File: src/rtl/sad_pkg.sv
// Shared types and constants for the SAD controller and its datapath.
// The state encoding is common to the controller and any monitors.
package sad_pkg;

  typedef enum logic [2:0] {
    IDLE,
    INIT,
    CHECK,
    WAIT,
    ACC,
    STORE,
    DONE
  } sad_state_t;

  localparam int N_ELEMS    = 256;
  localparam int RD_LAT_MAX = 7;

endpackage

File: src/rtl/sad_ctrl.sv
// Moore sequencer for the SAD datapath: clear, per-element compare/wait/accumulate,
// then store the sum.
// Only sadreg_clr looks at an input, and only in IDLE.
module sad_ctrl
  import sad_pkg::*;
#(
  parameter int RD_LAT = 2
) (
  input  logic clk,
  input  logic rst,
  input  logic go,
  input  logic abort,
  input  logic sad_clr_req,
  input  logic i_lt_256,
  output logic i_inc,
  output logic i_clr,
  output logic sum_ld,
  output logic sum_clr,
  output logic sadreg_ld,
  output logic sadreg_clr,
  output logic busy,
  output logic done
);

  // WAIT runs from RD_LAT-1 down to 0, giving exactly RD_LAT wait cycles.
  localparam logic [2:0] WAIT_LOAD = (RD_LAT > 0) ? 3'(RD_LAT - 1) : 3'd0;

  sad_state_t state;
  sad_state_t state_next;
  logic [2:0] wait_cnt;
  logic [2:0] wait_cnt_next;

  always_comb begin
    state_next    = state;
    wait_cnt_next = wait_cnt;
    case (state)
      IDLE: begin
        if (!abort && go) state_next = INIT;
      end
      INIT: begin
        state_next = abort ? IDLE : CHECK;
      end
      CHECK: begin
        if (abort) begin
          state_next = IDLE;
        end else if (!i_lt_256) begin
          state_next = STORE;
        end else if (RD_LAT > 0) begin
          state_next    = WAIT;
          wait_cnt_next = WAIT_LOAD;
        end else begin
          state_next = ACC;
        end
      end
      WAIT: begin
        if (abort) begin
          state_next = IDLE;
        end else if (wait_cnt == 3'd0) begin
          state_next = ACC;
        end else begin
          wait_cnt_next = wait_cnt - 3'd1;
        end
      end
      ACC: begin
        state_next = abort ? IDLE : CHECK;
      end
      STORE: state_next = DONE;
      DONE:  state_next = IDLE;
      default: state_next = IDLE;
    endcase
  end

  always_ff @(posedge clk) begin
    if (rst) begin
      state    <= IDLE;
      wait_cnt <= 3'd0;
    end else begin
      state    <= state_next;
      wait_cnt <= wait_cnt_next;
    end
  end

  assign i_clr      = (state == INIT);
  assign sum_clr    = (state == INIT);
  assign sum_ld     = (state == ACC);
  assign i_inc      = (state == ACC);
  assign sadreg_ld  = (state == STORE);
  assign done       = (state == DONE);
  assign busy       = (state != IDLE);
  assign sadreg_clr = (state == IDLE) && sad_clr_req;

endmodule

File: config.mk
export PLATFORM = sky130hd
export DESIGN_NAME = sad_ctrl
export DESIGN_NICKNAME = d
export VERILOG_FILES = /design/src/rtl/sad_pkg.sv /design/src/rtl/sad_ctrl.sv
export SDC_FILE = /design/constraint.sdc
export NUM_CORES = 1
export LEC_CHECK = 0
export ABC_CLOCK_PERIOD_IN_PS = 1400
export CORE_AREA = 2 2 39 41
export DETAILED_ROUTE_END_ITERATION = 8
export DIE_AREA = 0 0 41 43
export PLACE_DENSITY = 0.59
export SETUP_SLACK_MARGIN = 0.2
export SLEW_MARGIN = 20
export SYNTH_ARGS = -nofsm -noshare
export SYNTH_HDL_FRONTEND = slang
export SYNTH_SLANG_ARGS = --single-unit
File: constraint.sdc
create_clock -name clk -period 1.4 [get_ports clk]
set_clock_uncertainty 0.05 [all_clocks]
set_input_delay 0.14 -clock clk [delete_from_list [all_inputs] [get_ports clk]]
set_output_delay 0.14 -clock clk [all_outputs]
set_load 0.005 [all_outputs]
==> flow_summary.yaml <==
die:
  die_x_um: 41
  core_um2: 1384
  io_pins: 14
  die_h_um: 43
  initial_utilization: 0.3092
  rows: 14
  die_area_um2: 1763
placed_design:
  routabilityCongestion: 0.8111
  dp_hpwl_um: 705.7
  portBuffers: 13
  place_ws_ps: -83.10
  place_area_um2: 641.9
worst_hold_path:
  worstHoldPathCells: 3
  hold_path_class: "input port to flop"
global_routing:
  grt_pass1_wl_um: 1780
  grt_max_degree: 7
  grt_overflow_total: 0
  track_usage: 0.1521
  grt_pass1_vias: 445
  antenna_found_initial: 0
yosys:
  synth_cells: 51
  synth-seq-cells: 6
  synth_nets: 59
  synthDistinctLibCells: 29
  yosysSeqAreaShare: 0.2807
  avgSynthCellArea_um2: 8.390
  syn_area_um2: 427.9
  yosys_warnings: 0
final_layout:
  nets: 90
  drive_above_1_share: 0.6750
  layout_commonest_cell: "buf_4"
  area_delta_synth_final_pct: 94.44
  final_cell_area_um2: 832.0
  antennaDiodeCount: 0
  utilization: 0.6013
  final_cell_mix: "11 x buf_4, 8 x buf_6, 7 x buf_2"
setup_path:
  r2r_slack_ps: 110
  cp_num_buf_inv: 4
  cp_slowest_cell: "dfxtp_4"
  crit_chain: "buf_6 > nor3_4 > buf_6 > inv_2 > buf_2"
  r2r-end: "wait_cnt[0]$_SDFFE_PP0P_"
  crit_path_end_kind: "output pin"
  cp.arrival_ps: 1120
  crit_path_frequent_cell: "buf_6"
  endpoint: "busy"
  timing.rr.start: "state[2]$_SDFFE_PP0P_"
  critPathLaunch: "state[1]$_SDFFE_PP0P_"
  critPathMaxFanout: 5
  ff2ff_path_depth: 5
  crit_family: "buffers and inverters"
  cp.required_ps: 1210
  crit_path_start_kind: "flop"
  path_class: "flop to output pin"
  crit_cells: 5
  max_stage_delay_ps: 360
timing:
  finalSetupViolCount: 0
  fin_setup_tns_ps: 0
  fin_crit_ps: 1308
  slew_headroom: 0.8129
  tightest_slew_ps: 280.4
  hold_violations: 0
  hold_ws_ps: 315.6
  rsz0062_at_grt: "yes"
  worst_slack_ps: 92.34
  min_period_over_period: 0.9340
  maxSlewViolCount: 0
  max_clock_freq_mhz: 764.7
detailed_routing:
  firstDrtPassIters: 2
  remaining_drc_errors: 0
  viasPerCell: 5.063
  drtAntennaViolNets: 0
  post_drt_wl_per_cell_um: 12.85
  drt_iter0_markers: 6
  drt_wl_total_um: 1234
  via_count: 486
clock_network:
  cts_buffers: 3
  clk_pin_slew_ps: 50
  clockRootBuffer: "clkbuf_4"
  htreeDepth: 1
  cts_max_path_buffers: 2
  cts.sinks: 6
  cts_tree: "built"
  clk_latency_ps: 250
pwr:
  pwr-share-seq: 0.361
  p_leak_nw: 0.3715
  vdd_drop_max_v: 0.0003407
  internal_power_w: 0.0003721
  p_per_area_nw_per_um2: 616.1
  pwr-share-clk: 0.324
  p_comb_frac: 0.314
  power_switching_w: 0.0001405
  switching_share: 0.2741
run:
  cap_violations: 0
outcome:
  outcome: "completed"
[Yosys cell counts (all sizes together)]
library cell,number,share of area
a221oi,1,0.020
o211ai,1,0.018
nor3b,3,0.064
clkbuf,1,0.0088
dfxtp,6,0.28
a211o,1,0.020
a21oi,3,0.044
nand2,2,0.018
and2,1,0.015
ha,2,0.058
nor3,1,0.012
and3b,2,0.041
inv,5,0.044
o21ai,1,0.012
o32ai,2,0.041
or3b,1,0.026
or3,1,0.015
nor2b,2,0.029
buf,5,0.085
or2,2,0.029
maj3,1,0.023
o2bb2ai,1,0.020
nor2,2,0.018
a31oi,1,0.015
nand2b,3,0.044
[sequential cells by signal (all words and copies together), names as in the netlist]
register,flops
state,3
wait_cnt,3
[layout make-up]
class	count	area, um^2
Multi-Input combinational cell	34	372.9
Sequential cell	6	132.6
Timing Repair Buffer	32	265.3
Inverter	5	18.77
Tap cell	16	20.02
Clock buffer	3	22.52
Fill cell	125	551.8
[worst min-delay path by stage]
stage	from	end
after global placement	wait_cnt[0]$_SDFFE_PP0P_	wait_cnt[0]$_SDFFE_PP0P_
final	abort	state[1]$_SDFFE_PP0P_
after floorplan	go	state[0]$_SDFFE_PP0P_
after CTS	go	state[0]$_SDFFE_PP0P_
after detailed placement	wait_cnt[0]$_SDFFE_PP0P_	wait_cnt[0]$_SDFFE_PP0P_
after global routing	abort	state[1]$_SDFFE_PP0P_
[worst min-delay path: cells and delay by family]
kind	cells	cell delay [ps]
AND/OR/NAND/NOR	1	160
buffers and inverters	1	220
AO/OA/AOI/OAI	1	60
[power groups by stage]
stage	Clock [W]	Sequential (W)	Combinational, W
final	0.000166	0.000185	0.000161
after global routing	0.000178	0.000186	0.000173
after CTS	0.000174	0.000183	0.000146
after detailed placement	0	0.000188	0.000121
after global placement	0	0.000188	0.000122
after floorplan	0	0.000183	0.0000599
[metal layers]
layer | wire length [um] | up-vias | GRT usage
met3 | 47 | 3 | 0.03141
met4 | 31 | 0 | 0.1000
met5 | 0 | - | 0
met2 | 640 | 13 | 0.2344
li1 | - | 238 | -
met1 | 513 | 232 | 0.1786
[cell families (layout without fill, tap and decap cells)]
kind of cell,Yosys count,in the layout,synth area share
and+or+nand+nor,20,20,0.3099
buffers and inverters,11,40,0.1374
adders and majority gates,3,3,0.08186
AOI/OAI and AO/OA,11,11,0.1901
DFF,6,6,0.2807
[metrics by stage]
stage,power [W],std cells
floorplan,0.0002431,51
global placement,0.0003098,82
detailed placement,0.0003093,82
CTS,0.0005024,96
global route,0.0005365,96
finish,0.0005126,96
[what timing repair did]
| action | in CTS | in global routing |
|---|---|---|
| setup buffers | 11 | 0 |
| pin swaps | 7 | 8 |
| resized for setup | 48 | 12 |
| setup endpoints to repair | 13 | 14 |
| hold buffers | 0 | 0 |
Power figures use the tool's default switching activity.
